$ cat src/rtl/qea_host_sequencer.sv
// Host sequencer for one QEA instance: loads context RAM, initialises the
// state RAM to |0..0>, runs the accelerator, times it, and streams the final
// state vector out over a valid/ready interface.
module qea_host_sequencer #(
  parameter int unsigned PE_NUM_WIDTH     = 2,
  parameter int unsigned PE_NUM           = 4,
  parameter int unsigned STATE_DATA_WIDTH = 64,
  parameter int unsigned STATE_ADDR_WIDTH = 16,
  parameter int unsigned CTX_DATA_WIDTH   = 64,
  parameter int unsigned CTX_ADDR_WIDTH   = 16,
  parameter int unsigned MAX_QBIT_WIDTH   = 6,
  parameter int unsigned NUM_FRAC_BIT     = 30,
  parameter int unsigned RD_LAT           = 1,
  parameter int unsigned CYC_WIDTH        = 32
) (
  input  logic                                 clk,
  input  logic                                 rst,
  input  logic                                 i_go,
  input  logic [MAX_QBIT_WIDTH-1:0]            i_qbit_num,
  input  logic [CTX_ADDR_WIDTH-1:0]            i_ins_num,
  input  logic                                 s_ctx_valid,
  output logic                                 s_ctx_ready,
  input  logic [CTX_DATA_WIDTH-1:0]            s_ctx_data,
  output logic                                 o_ctx_en,
  output logic                                 o_ctx_wea,
  output logic [CTX_ADDR_WIDTH-1:0]            o_ctx_addr,
  output logic [CTX_DATA_WIDTH-1:0]            o_ctx_data,
  output logic [PE_NUM-1:0]                    o_state_ena,
  output logic [PE_NUM-1:0]                    o_state_wea,
  output logic [STATE_ADDR_WIDTH-1:0]          o_state_addra,
  output logic [PE_NUM*STATE_DATA_WIDTH-1:0]   o_state_dina,
  output logic                                 o_start,
  input  logic                                 i_complete,
  input  logic [PE_NUM*STATE_DATA_WIDTH-1:0]   i_state_dout,
  output logic                                 m_state_valid,
  input  logic                                 m_state_ready,
  output logic [PE_NUM*STATE_DATA_WIDTH-1:0]   m_state_data,
  output logic                                 m_state_last,
  output logic                                 o_busy,
  output logic                                 o_done,
  output logic                                 o_err,
  output logic [CYC_WIDTH-1:0]                 o_exec_cycles
);

  localparam int unsigned SW    = PE_NUM * STATE_DATA_WIDTH;
  localparam int unsigned LAT_W = 2;

  // Amplitude 1.0 in the real half of lane PE_NUM-1 of word 0.
  localparam logic [SW-1:0] INIT_WORD = SW'(1) << (NUM_FRAC_BIT + SW - STATE_DATA_WIDTH / 2);

  localparam logic [3:0] S_IDLE     = 4'd0;
  localparam logic [3:0] S_LOAD_CTX = 4'd1;
  localparam logic [3:0] S_INIT     = 4'd2;
  localparam logic [3:0] S_START    = 4'd3;
  localparam logic [3:0] S_WAIT     = 4'd4;
  localparam logic [3:0] S_RD_ISSUE = 4'd5;
  localparam logic [3:0] S_RD_WAIT  = 4'd6;
  localparam logic [3:0] S_RD_HOLD  = 4'd7;
  localparam logic [3:0] S_DONE     = 4'd8;

  logic [3:0]                  r_state, w_next;
  logic [CTX_ADDR_WIDTH-1:0]   r_ctx_cnt, w_ctx_cnt;
  logic [CTX_ADDR_WIDTH-1:0]   r_ins, w_ins;
  logic [STATE_ADDR_WIDTH-1:0] r_word, w_word;
  logic [STATE_ADDR_WIDTH-1:0] r_last, w_last;
  logic [LAT_W-1:0]            r_lat, w_lat;
  logic                        r_wait_first, w_wait_first;

  logic                        r_ctx_ready, w_ctx_ready;
  logic                        r_ctx_en, w_ctx_en;
  logic [CTX_ADDR_WIDTH-1:0]   r_ctx_addr, w_ctx_addr;
  logic [CTX_DATA_WIDTH-1:0]   r_ctx_data, w_ctx_data;
  logic [PE_NUM-1:0]           r_st_ena, r_st_wea;
  logic                        w_st_en, w_st_we;
  logic [STATE_ADDR_WIDTH-1:0] r_st_addr, w_st_addr;
  logic [SW-1:0]               r_st_din, w_st_din;
  logic                        r_start, w_start;
  logic                        r_done, w_done;
  logic                        r_err, w_err;
  logic                        r_busy, w_busy;
  logic [CYC_WIDTH-1:0]        r_exec, w_exec;
  logic                        r_mvalid, w_mvalid;
  logic                        r_mlast, w_mlast;
  logic [SW-1:0]               r_mdata, w_mdata;

  logic                        w_bad_param;
  logic [MAX_QBIT_WIDTH-1:0]   w_shift;
  logic [STATE_ADDR_WIDTH-1:0] w_last_calc;

  // Last state-word address W-1 for the requested qubit count, saturated to the address width.
  always_comb begin
    w_bad_param = (i_qbit_num < MAX_QBIT_WIDTH'(PE_NUM_WIDTH)) || (i_ins_num == '0);
    w_shift     = i_qbit_num - MAX_QBIT_WIDTH'(PE_NUM_WIDTH);
    if (w_shift >= MAX_QBIT_WIDTH'(STATE_ADDR_WIDTH)) begin
      w_last_calc = '1;
    end else begin
      w_last_calc = (STATE_ADDR_WIDTH'(1) << w_shift) - STATE_ADDR_WIDTH'(1);
    end
  end

  // Next state and next value of every registered output.
  always_comb begin
    w_next       = r_state;
    w_ctx_cnt    = r_ctx_cnt;
    w_ins        = r_ins;
    w_word       = r_word;
    w_last       = r_last;
    w_lat        = r_lat;
    w_wait_first = r_wait_first;
    w_ctx_ready  = 1'b0;
    w_ctx_en     = 1'b0;
    w_ctx_addr   = r_ctx_addr;
    w_ctx_data   = r_ctx_data;
    w_st_en      = 1'b0;
    w_st_we      = 1'b0;
    w_st_addr    = r_st_addr;
    w_st_din     = r_st_din;
    w_start      = 1'b0;
    w_done       = 1'b0;
    w_err        = r_err;
    w_exec       = r_exec;
    w_mvalid     = r_mvalid;
    w_mlast      = r_mlast;
    w_mdata      = r_mdata;
    case (r_state)
      S_IDLE: begin
        if (i_go) begin
          if (w_bad_param) begin
            w_err  = 1'b1;
            w_done = 1'b1;
          end else begin
            w_err       = 1'b0;
            w_next      = S_LOAD_CTX;
            w_ctx_ready = 1'b1;
            w_ctx_cnt   = '0;
            w_ins       = i_ins_num;
            w_last      = w_last_calc;
          end
        end
      end
      S_LOAD_CTX: begin
        w_ctx_ready = 1'b1;
        if (s_ctx_valid && r_ctx_ready) begin
          w_ctx_en   = 1'b1;
          w_ctx_addr = r_ctx_cnt;
          w_ctx_data = s_ctx_data;
          w_ctx_cnt  = r_ctx_cnt + CTX_ADDR_WIDTH'(1);
          if (r_ctx_cnt == r_ins - CTX_ADDR_WIDTH'(1)) begin
            w_next      = S_INIT;
            w_ctx_ready = 1'b0;
            w_word      = '0;
            w_st_en     = 1'b1;
            w_st_we     = 1'b1;
            w_st_addr   = '0;
            w_st_din    = INIT_WORD;
          end
        end
      end
      S_INIT: begin
        if (r_word == r_last) begin
          w_next  = S_START;
          w_start = 1'b1;
          w_exec  = '0;
        end else begin
          w_word    = r_word + STATE_ADDR_WIDTH'(1);
          w_st_en   = 1'b1;
          w_st_we   = 1'b1;
          w_st_addr = r_word + STATE_ADDR_WIDTH'(1);
          w_st_din  = '0;
        end
      end
      S_START: begin
        w_next       = S_WAIT;
        w_wait_first = 1'b1;
      end
      S_WAIT: begin
        if (r_exec != '1) begin
          w_exec = r_exec + CYC_WIDTH'(1);
        end
        w_wait_first = 1'b0;
        if (!r_wait_first && i_complete) begin
          w_next    = S_RD_ISSUE;
          w_word    = '0;
          w_st_en   = 1'b1;
          w_st_addr = '0;
        end
      end
      S_RD_ISSUE: begin
        w_next = S_RD_WAIT;
        w_lat  = '0;
      end
      S_RD_WAIT: begin
        if (r_lat == LAT_W'(RD_LAT - 1)) begin
          w_next   = S_RD_HOLD;
          w_mvalid = 1'b1;
          w_mdata  = i_state_dout;
          w_mlast  = (r_word == r_last);
        end else begin
          w_lat = r_lat + LAT_W'(1);
        end
      end
      S_RD_HOLD: begin
        if (m_state_ready) begin
          w_mvalid = 1'b0;
          w_mlast  = 1'b0;
          if (r_word == r_last) begin
            w_next = S_DONE;
            w_done = 1'b1;
          end else begin
            w_next    = S_RD_ISSUE;
            w_word    = r_word + STATE_ADDR_WIDTH'(1);
            w_st_en   = 1'b1;
            w_st_addr = r_word + STATE_ADDR_WIDTH'(1);
          end
        end
      end
      S_DONE: begin
        w_next = S_IDLE;
      end
      default: begin
        w_next = S_IDLE;
      end
    endcase
    w_busy = (w_next != S_IDLE);
  end

  // State, counters and registered outputs.
  always_ff @(posedge clk or posedge rst) begin
    if (rst) begin
      r_state      <= S_IDLE;
      r_ctx_cnt    <= '0;
      r_ins        <= '0;
      r_word       <= '0;
      r_last       <= '0;
      r_lat        <= '0;
      r_wait_first <= 1'b0;
      r_ctx_ready  <= 1'b0;
      r_ctx_en     <= 1'b0;
      r_ctx_addr   <= '0;
      r_ctx_data   <= '0;
      r_st_ena     <= '0;
      r_st_wea     <= '0;
      r_st_addr    <= '0;
      r_st_din     <= '0;
      r_start      <= 1'b0;
      r_done       <= 1'b0;
      r_err        <= 1'b0;
      r_busy       <= 1'b0;
      r_exec       <= '0;
      r_mvalid     <= 1'b0;
      r_mlast      <= 1'b0;
      r_mdata      <= '0;
    end else begin
      r_state      <= w_next;
      r_ctx_cnt    <= w_ctx_cnt;
      r_ins        <= w_ins;
      r_word       <= w_word;
      r_last       <= w_last;
      r_lat        <= w_lat;
      r_wait_first <= w_wait_first;
      r_ctx_ready  <= w_ctx_ready;
      r_ctx_en     <= w_ctx_en;
      r_ctx_addr   <= w_ctx_addr;
      r_ctx_data   <= w_ctx_data;
      r_st_ena     <= {PE_NUM{w_st_en}};
      r_st_wea     <= {PE_NUM{w_st_we}};
      r_st_addr    <= w_st_addr;
      r_st_din     <= w_st_din;
      r_start      <= w_start;
      r_done       <= w_done;
      r_err        <= w_err;
      r_busy       <= w_busy;
      r_exec       <= w_exec;
      r_mvalid     <= w_mvalid;
      r_mlast      <= w_mlast;
      r_mdata      <= w_mdata;
    end
  end

  assign s_ctx_ready   = r_ctx_ready;
  assign o_ctx_en      = r_ctx_en;
  assign o_ctx_wea     = r_ctx_en;
  assign o_ctx_addr    = r_ctx_addr;
  assign o_ctx_data    = r_ctx_data;
  assign o_state_ena   = r_st_ena;
  assign o_state_wea   = r_st_wea;
  assign o_state_addra = r_st_addr;
  assign o_state_dina  = r_st_din;
  assign o_start       = r_start;
  assign m_state_valid = r_mvalid;
  assign m_state_data  = r_mdata;
  assign m_state_last  = r_mlast;
  assign o_busy        = r_busy;
  assign o_done        = r_done;
  assign o_err         = r_err;
  assign o_exec_cycles = r_exec;

endmodule

$ cat config.mk
export PLATFORM = sky130hd
export DESIGN_NAME = qea_host_sequencer
export DESIGN_NICKNAME = d
export VERILOG_FILES = /design/src/rtl/qea_host_sequencer.sv
export SDC_FILE = /design/constraint.sdc
export NUM_CORES = 1
export LEC_CHECK = 0
export ABC_AREA = 1
export CAP_MARGIN = 20
export CORE_AREA = 3 3 389 391
export DETAILED_ROUTE_END_ITERATION = 10
export DIE_AREA = 0 0 392 394
export PLACE_DENSITY = 0.48
export SLEW_MARGIN = 20
export SYNTH_ARGS = -nofsm -noshare
export SYNTH_HDL_FRONTEND = slang
export SYNTH_SLANG_ARGS = --single-unit
$ cat constraint.sdc
create_clock -name clk -period 15.2 [get_ports clk]
set_input_delay 3.04 -clock clk [delete_from_list [all_inputs] [get_ports clk]]
set_output_delay 3.04 -clock clk [all_outputs]
set_load 0.01 [all_outputs]
==> results, run 1 <==
- The run finished with clean final reports.
- Yosys printed 0 warnings.
- The tool flagged a number of max-cap violations equal to 0.
- The HPWL after detailed placement is 64710 µm.
- The final layout contains routed wiring with a total length of 83180 µm.
- In this run the static leakage power is 13.96 nW.
- The number of sinks handled by clock tree synthesis is 450.
- The via count of the first global-routing pass is 17060.
- The number of endpoints with negative hold slack in the final report is 0.
- The total area inside the core boundary comes to 147800 µm².
- The count of pins over their slew limit came to 0.
- The die is 392 µm wide.
- The start-to-end type of the worst setup path is input port to async pin.
- The number of vias after detailed routing is 16980.
- The worst-path maximum fanout is 68.
- In this run the most critical hold path is launched from o_ctx_data[4]$_DFFE_PP0P_.
- The data required time at the worst endpoint is 15.86 ns.
- At the end of the flow, the number of nets in the layout was 3276.
- The longest clock path from root to sink contains 3 buffers.
- The number of buffers inserted by hold repair at cts is 0.
- The count of buffers added on input and output ports is 749.
- The average size of a mapped cell is 10.07 µm².
- The delay of the slowest cell on the worst path is 0.82 ns.
- The floorplan step defined a die boundary enclosing 154400 µm².
- The detail route stage leaves a number of antenna-violating nets equal to 0.
- The final period demand of the worst path is 5.708 ns.
- The top-level I/O count is 1005.
- At the end of the flow the core is filled with cells to 0.2202.
- The clock transition time at the flip-flop clock pins of the worst setup and hold paths is 0.06 ns.
- The netlist area before placement is 21820 µm².
- Derived from the worst setup path, the maximum achievable clock frequency is 175.2 MHz.
- In this run the clock root is driven by a sky130_fd_sc_hd__clkbuf_16.
- The number of cells on the worst reg-to-reg path is 6.
- The largest individual stage delay along the critical path comes from the cell sky130_fd_sc_hd__buf_4.
- The routed length per placed instance is 16.96 µm.
- The number of cells upsized or downsized after cts is 0.
- The area overhead of the layout relative to synthesis is 49.19%.
- The sum of negative setup slack is 0 ns.
- The overall track demand over capacity in global routing is 0.1032.
- The origin of the critical flop-to-flop path is r_state[3]$_DFF_PP0_.
- At the pin with the least slew margin, the transition time is 1.010 ns.
- Among the stages of the critical path, the cell type that occurs most often is sky130_fd_sc_hd__buf_4.
- In the final layout, the share of cells above drive strength 1 is 0.1404.
- Traced cell by cell, the critical path runs through clkdlybuf4s50_1 > clkinvlp_4 > buf_4 > buf_4 > buf_4.
- After technology mapping, the gate count stands at 2168.
- The number of DRC markers after the initial detailed-route iteration is 711.
- Between clock sinks in the finished design, the worst skew comes to 0.05407 ns.
- The endpoint type of the worst setup path is an async pin.
- The clock latency of the later-clocked register in the worst-skew pair is 0.64 ns.
- Entering global routing, the biggest net connects 147 pins.
- The filler cell count is 16110.
- Of all flip-flops after synthesis, the portion carrying an async set or reset was 1.000.
- The endpoint of the worst-slack reg-to-reg timing path is m_state_data[139]$_DFFE_PP0P_.
- The number of distinct standard cells referenced by the synthesized netlist is 48.
- The fraction of the cycle the final worst path needs is 0.3755.
- The most common flop cell mapped by yosys is sky130_fd_sc_hd__dfrtp_1.
- The initial antenna violation count is 14.
- In this run the tightest slew margin relative to its limit is 0.3269.
- TritonCTS built the clock tree.
- The type of the worst min-delay path is register to register.
- Post-CTS timing repair inserted 0 buffers for setup.
- The type of element launching the critical path is an input port.
- The pre-antenna-repair detailed-routing pass consisted of 5 iterations.
- The first global-routing pass estimated 119600 µm of wire.
- The congestion estimate from routability-driven global placement came to 0.8260.
- The number of flip-flops and latches in the synthesized netlist is 450.
- Summed over all layers, the global routing overflow is 0.
- The sequential fraction of the synthesis area is 0.5160.
- The worst ir drop on vdd is 0.1372 mV.
- The count of cells along the worst hold path is 2.
- The number of H-tree levels is 2.
- Clock tree synthesis inserted a total of 59 buffers.
- In the layout the commonest cells are 749 x sky130_fd_sc_hd__clkdlybuf4s50_1, 459 x sky130_fd_sc_hd__nand2_1, 450 x sky130_fd_sc_hd__dfrtp_1.
- The initial standard-cell utilization of the core is 0.1476.
- The number of placement rows is 141.
- The die is 394 µm tall.
- The via-per-instance ratio is 3.462.
- The post-detailed-route DRC marker count is 0.
- Setup repair after global routing left no endpoint under its margin.
- Setup slack on the worst reg-to-reg path comes out at 12.27 ns.
- Setup violations remaining at the end of the flow were counted as 0.
- For this design the ratio of total power to cell area is 180.9 nW/µm².
- The terminating pin of the worst hold path is o_ctx_data[4]$_DFFE_PP0P_.
- The number of flops mapped to enable cells by yosys is 0.
- The signal arrival time at the worst endpoint is 6.37 ns.
- The library cell used most frequently in the layout, excluding fill and tap cells, is sky130_fd_sc_hd__clkdlybuf4s50_1.
power by group:
part	switching [mW]	total, mW	internal (mW)
clock	0.594	1.44	0.841
combinational	1.15	2.47	1.32
sequential	0.291	1.99	1.69
cell type report:
type                            instances  area [µm²]  share of cell area
Sequential cell                       450       11260              0.3459
Inverter                              155       586.8             0.01802
Antenna cell                            6       15.01           0.0004612
Timing Repair Buffer                  765        7646              0.2348
Tap cell                             1930        2415             0.07417
Clock inverter                         20       240.2            0.007379
Multi-Input combinational cell       1490        8621              0.2648
Clock buffer                           90        1773             0.05446
layer usage:
layer	part of all wire	GRT usage
met3	0.080	0.03328
met1	0.38	0.1144
met5	0.0010	0
met2	0.52	0.1876
met4	0.024	0.02735
registers in the layout (all words and copies together), names as in the netlist, 2 cells and up:
register and cells:
o_ctx_addr 16, r_word 16, r_ctx_cnt 16, r_state 4
r_lat 2, r_ins 16, o_ctx_data 64, r_last 16
o_exec_cycles 32, m_state_data 256
critical path: cells and delay by family:
family   cells  cell delay [ns]
buf+inv      5             3.15
metrics by stage:
stage	total power, mW	hold slack, ns	cells	worst slack [ns]	area [µm²]
final	5.890	0.4679	4906	9.492	32560
after global routing	6.280	0.4890	4900	9.024	32540
after CTS	6.043	0.4721	4900	9.375	32540
after detailed placement	4.534	0.4575	4790	8.619	30530
after global placement	4.520	0.4527	4790	8.574	30530
after floorplan	3.136	0.4431	2422	6.075	22780
synth_stat cells, types with 2 or more instances:
| cell type | instances | area share |
|---|---|---|
| sky130_fd_sc_hd__a2bb2oi_1 | 3 | 0.0012 |
| sky130_fd_sc_hd__nor2_4 | 5 | 0.0026 |
| sky130_fd_sc_hd__nor3_1 | 40 | 0.0092 |
| sky130_fd_sc_hd__dfrtp_1 | 450 | 0.52 |
| sky130_fd_sc_hd__o21ai_0 | 62 | 0.014 |
| sky130_fd_sc_hd__nor3_2 | 2 | 0.00092 |
| sky130_fd_sc_hd__buf_1 | 5 | 0.00086 |
| sky130_fd_sc_hd__nand2_4 | 2 | 0.0010 |
| sky130_fd_sc_hd__o31ai_1 | 3 | 0.0010 |
| sky130_fd_sc_hd__nand2_1 | 460 | 0.079 |
| sky130_fd_sc_hd__inv_1 | 150 | 0.026 |
| sky130_fd_sc_hd__nor2_1 | 109 | 0.019 |
| sky130_fd_sc_hd__nor4_1 | 12 | 0.0034 |
| sky130_fd_sc_hd__mux2_2 | 256 | 0.13 |
| sky130_fd_sc_hd__o22ai_1 | 14 | 0.0040 |
| sky130_fd_sc_hd__clkbuf_1 | 30 | 0.0052 |
| sky130_fd_sc_hd__buf_2 | 19 | 0.0044 |
| sky130_fd_sc_hd__a31oi_1 | 2 | 0.00057 |
| sky130_fd_sc_hd__nand3b_1 | 3 | 0.0010 |
| sky130_fd_sc_hd__inv_2 | 4 | 0.00069 |
| sky130_fd_sc_hd__nand3_1 | 80 | 0.018 |
| sky130_fd_sc_hd__or2_2 | 4 | 0.0011 |
| sky130_fd_sc_hd__xor2_1 | 38 | 0.015 |
| sky130_fd_sc_hd__a21oi_1 | 16 | 0.0037 |
| sky130_fd_sc_hd__nand4_1 | 54 | 0.015 |
| sky130_fd_sc_hd__buf_4 | 262 | 0.090 |
| sky130_fd_sc_hd__nor2_2 | 6 | 0.0017 |
| sky130_fd_sc_hd__o21a_1 | 6 | 0.0021 |
| sky130_fd_sc_hd__o32ai_1 | 2 | 0.00080 |
| sky130_fd_sc_hd__nand2_2 | 17 | 0.0049 |
| sky130_fd_sc_hd__buf_6 | 10 | 0.0052 |
| sky130_fd_sc_hd__xnor2_1 | 20 | 0.0080 |
| sky130_fd_sc_hd__ha_1 | 7 | 0.0040 |
worst max-delay path by stage:
stage | startpoint | to | slack [ns] | cells past startpoint
detailed placement | rst | m_state_data[235]$_DFFE_PP0P_ | 8.62 | 5
CTS | rst | m_state_data[36]$_DFFE_PP0P_ | 9.37 | 5
global route | rst | m_state_data[222]$_DFFE_PP0P_ | 9.02 | 5
floorplan | rst | m_state_data[0]$_DFFE_PP0P_ | 6.07 | 1
finish | rst | m_state_data[222]$_DFFE_PP0P_ | 9.49 | 5
global placement | rst | m_state_data[227]$_DFFE_PP0P_ | 8.57 | 5
logic make-up (layout without fill, tap and decap cells):
| group | after synthesis | count (layout) | share of synthesized area |
|---|---|---|---|
| buffers and inverters | 482 | 1030 | 0.1332 |
| XOR/XNOR | 58 | 58 | 0.02328 |
| multiplexers | 256 | 256 | 0.1321 |
| flip-flops | 450 | 450 | 0.5160 |
| AO/OA/AOI/OAI | 112 | 112 | 0.02901 |
| AND/OR/NAND/NOR | 802 | 802 | 0.1622 |
| other | 1 | 261 | 0.0001718 |
| adder cells (fa/ha/maj) | 7 | 7 | 0.004013 |
Power figures use the tool's default switching activity.
==> run 2, diff against run 1 <==
Settings changed: CORE_AREA 3 3 389 391 to 3 3 393 395, DIE_AREA 0 0 392 394 to 0 0 396 398, PLACE_DENSITY 0.48 to 0.46.
Clock period 15.2 ns to 5.7 ns, I/O delays scaled along.
==> run 2 against run 1 <==
- register-to-register slack lost 9.6 ns
- first-iteration DRC count increased by 13%
- wire length grew 4.5%
- combinational power rose to 2.7 times the previous value
- non-clock buffer count is 10 higher
- total power grew to 2.7 times the previous value
- sequential share of layout area down 0.41 points
- clock-buffer cell count decreased by 14
- die area is 2.0% higher
- setup slack got worse by 7.0 ns
- critical path depth is 7 higher
- critical path type is now input port to register
==> results, run 2 (synthesis gave the netlist of run 1 again) <==
- The flow ran to the end, and the final reports show no timing, DRC or antenna violations.
- The share of total power in the clock network came to 0.260 (+0.016).
- The net load switching power is 5.459 mW (+170%).
- The startpoint identified for the worst register-to-register timing path is r_word[10]$_DFFE_PP0P_.
- The number of DRC markers after the initial detailed-route iteration is 800 (+13%).
- The number of buffers inserted by hold repair at cts is 0 (unchanged).
- The delay of the slowest cell on the worst path is 0.57 ns (-0.25 ns).
- The largest net degree at the start of global routing is 136 (-7.5%).
- The worst-path maximum fanout is 33 (-51%).
- Based on the critical path, the design can be clocked at up to 307.7 MHz.
- The post-route standard cell area excluding fillers is 32950 µm² (+1.2%).
- The die boundary width is 396 µm (+1.0%).
- The final period demand of the worst path is 3.250 ns.
- The sequential cell fraction of total power was 0.331 (-0.006).
- Of the available clock period, the critical path in the final layout requires 0.5701.
- The number of instances in the placed design is 4900 (+2.3%).
- The initial standard-cell utilization of the core was 0.1440 (-0.003611).
- The pin slew with the least headroom to its limit is 1.014 ns (+0.004256 ns).
- The count of pins over their slew limit is 0 (unchanged).
- The total number of nets in the final design came to 3286 (+0.31%).
- The most critical setup path has its startpoint at i_ins_num[0].
- The worst ir drop on vdd came to 0.2883 mV (+110%).
- The filler cell count is 16520 (+2.5%).
- The top-level I/O count is 1005 (unchanged).
- The signal arrival time at the worst endpoint is 3.84 ns (-2.53 ns).
- The type of the worst min-delay path is register to register.
- The post-route core utilization came to 0.2174 (-0.002795).
- The number of endpoints with negative hold slack in the final report is 0 (unchanged).
- The placement-stage cell area is 30750 µm² (+0.72%).
- The startpoint of the worst hold path is o_ctx_data[16]$_DFFE_PP0P_.
- The post-route antenna net violation count is 0 (unchanged).
- The worst slew margin relative to its limit is 0.3241 (-0.002837).
- The clock skew after layout is 0.05688 ns (+0.002806 ns).
- The count of input and output buffers is 749 (unchanged).
- The post-detailed-route DRC marker count was 0 (unchanged).
- The area taken by multi-input logic gates was 8616 µm² (about the same).
- The switching share of power was 0.3389 (-0.006211).
- The total leakage power is 14.08 nW (+0.90%).
- The number of flip-flops under the largest register name was 256 (unchanged).
- Among all stages on the critical path, the largest delay is contributed by sky130_fd_sc_hd__clkinv_1.
- The worst hold slack is 0.4665 ns (-0.001373 ns).
- The via-per-instance ratio came to 3.435 (-0.76%).
- The via count of the first global-routing pass was 17350 (+1.7%).
- The buffer levels on the longest clock path is 3 (unchanged).
- The sequential standard cell area is 11260 µm² (unchanged).
- The number of vias after detailed routing is 17210 (+1.4%).
- The number of H-tree levels is 2 (unchanged).
- The aggregate routed wire length is 86920 µm (+4.5%).
- The power share of the combinational group is 0.409 (-0.010).
- STA classifies the critical path endpoint as a register.
- Setup repair after global routing left no endpoint under its margin.
- The number of buffers inserted during clock tree synthesis is 59 (unchanged).
- The post-CTS repair timing setup buffer count came to 0 (unchanged).
- The number of maximum-capacitance violations is 0 (unchanged).
- The root buffer cell is sky130_fd_sc_hd__clkbuf_16.
- Leaving out fill and tap cells, the most frequent cells in the layout are 749 x sky130_fd_sc_hd__clkdlybuf4s50_1, 459 x sky130_fd_sc_hd__nand2_1, 450 x sky130_fd_sc_hd__dfrtp_1.
- The setup path with the least slack is of type input port to register.
- The share of post-route cells with drive strength above 1 was 0.1447 (+0.004324).
- The vertical die dimension is 398 µm (+1.0%).
- The worst setup path is launched from an input port.
- The full die area is 157600 µm² (+2.0%).
- The number of sinks handled by clock tree synthesis is 450 (unchanged).
- The initial antenna violation count is 13 (-1).
- The overall track demand over capacity in global routing was 0.1046 (+0.001396).
- The number of detailed-route iterations in the first pass is 5 (unchanged).
- The global-route wire length before repair is 123300 µm (+3.2%).
- The data required time at the worst endpoint is 6.29 ns (-9.57 ns).
- From synthesis to final layout, the design area changed by 50.99%.
- The number of cells upsized or downsized after cts is 0 (unchanged).
- TritonCTS built the clock tree.
- The final standard cell count with taps included and fillers excluded is 5011 (+2.1%).
- The floorplan core area is 151500 µm² (+2.5%).
- The remaining global-route overflow is 0 (unchanged).
- Walking the worst path, the cells encountered are clkdlybuf4s50_1 > inv_1 > nand4_1 > nor2_1 > nand2_1 > nand3_1 > buf_4 > clkinv_1 > nand2_1 > inv_1 > nand3_1 > o21a_1.
- The clock transition time at the flip-flop clock pins of the worst setup and hold paths came to 0.06 ns (about the same).
- The power density over the cells is 488.9 nW/µm² (+170%).
- The HPWL after detailed placement is 68660 µm (+6.1%).
- The routability-driven placement congestion ratio is 0.7947 (-3.8%).
- The routed length per placed instance was 17.35 µm (+2.3%).
- The most frequent standard cell in the layout excluding fill and tap cells is sky130_fd_sc_hd__clkdlybuf4s50_1.
- The internal power is 10.65 mW (+180%).
- The total of endpoints with negative setup slack in the final report is 0 (unchanged).
- The number of placement rows is 143 (+1.4%).
- The clock latency of the later-clocked register in the worst-skew pair is 0.65 ns (about the same).
-- run 2: cell type report --
type | instances | share of cell area
multi-input cells | 1490 | 0.2615
well taps | 2030 | 0.07708
clock buffers | 76 | 0.05009
repair buffers | 775 | 0.2350
diodes | 3 | 0.0002278
inverters | 155 | 0.01781
clock inverters | 32 | 0.01659
flip-flops and latches | 450 | 0.3418
-- run 2: final timing paths --
path	end	slack, ns	depth (start not counted)
min in group asynchronous	m_state_data[225]$_DFFE_PP0P_	0.94	2
min reg2reg	o_ctx_data[16]$_DFFE_PP0P_	0.47	2
max reg2reg	o_exec_cycles[23]$_DFFE_PP0P_	2.70	12
max in group asynchronous	m_state_data[215]$_DFFE_PP0P_	3.42	3
max	r_last[8]$_DFFE_PP0P_	2.45	12
min	o_ctx_data[16]$_DFFE_PP0P_	0.47	2
-- run 2: through the flow --
step                worst slack, ns  setup TNS [ns]  power [mW]
floorplan                    -1.525         -686.30       8.364
global placement              1.739               0       12.11
detailed placement            1.746               0       12.13
CTS                           2.277               0       16.51
global route                  2.133               0       17.13
finish                        2.450               0       16.11
-- run 2: power by group through the flow --
stage	Clock [mW]	Sequential (mW)	Combinational [mW]
floorplan	0	5.81	2.56
global placement	0	5.34	6.78
detailed placement	0	5.37	6.76
CTS	4.37	5.34	6.79
global route	4.48	5.51	7.13
finish	4.19	5.33	6.59
-- run 2: critical path: cells and delay by family --
kind            cells  cell delay [ns]
compound gates      1             0.11
buf+inv             5             1.69
simple gates        6             0.88
-- run 2: routing by layer --
metal  global-route usage  vias up  wire (µm)
li1                     -     8106          -
met1               0.1189     8368      33370
met2               0.1865      626      44530
met3              0.03434      106       6944
met4              0.02858        8       2018
met5                    0        -         55
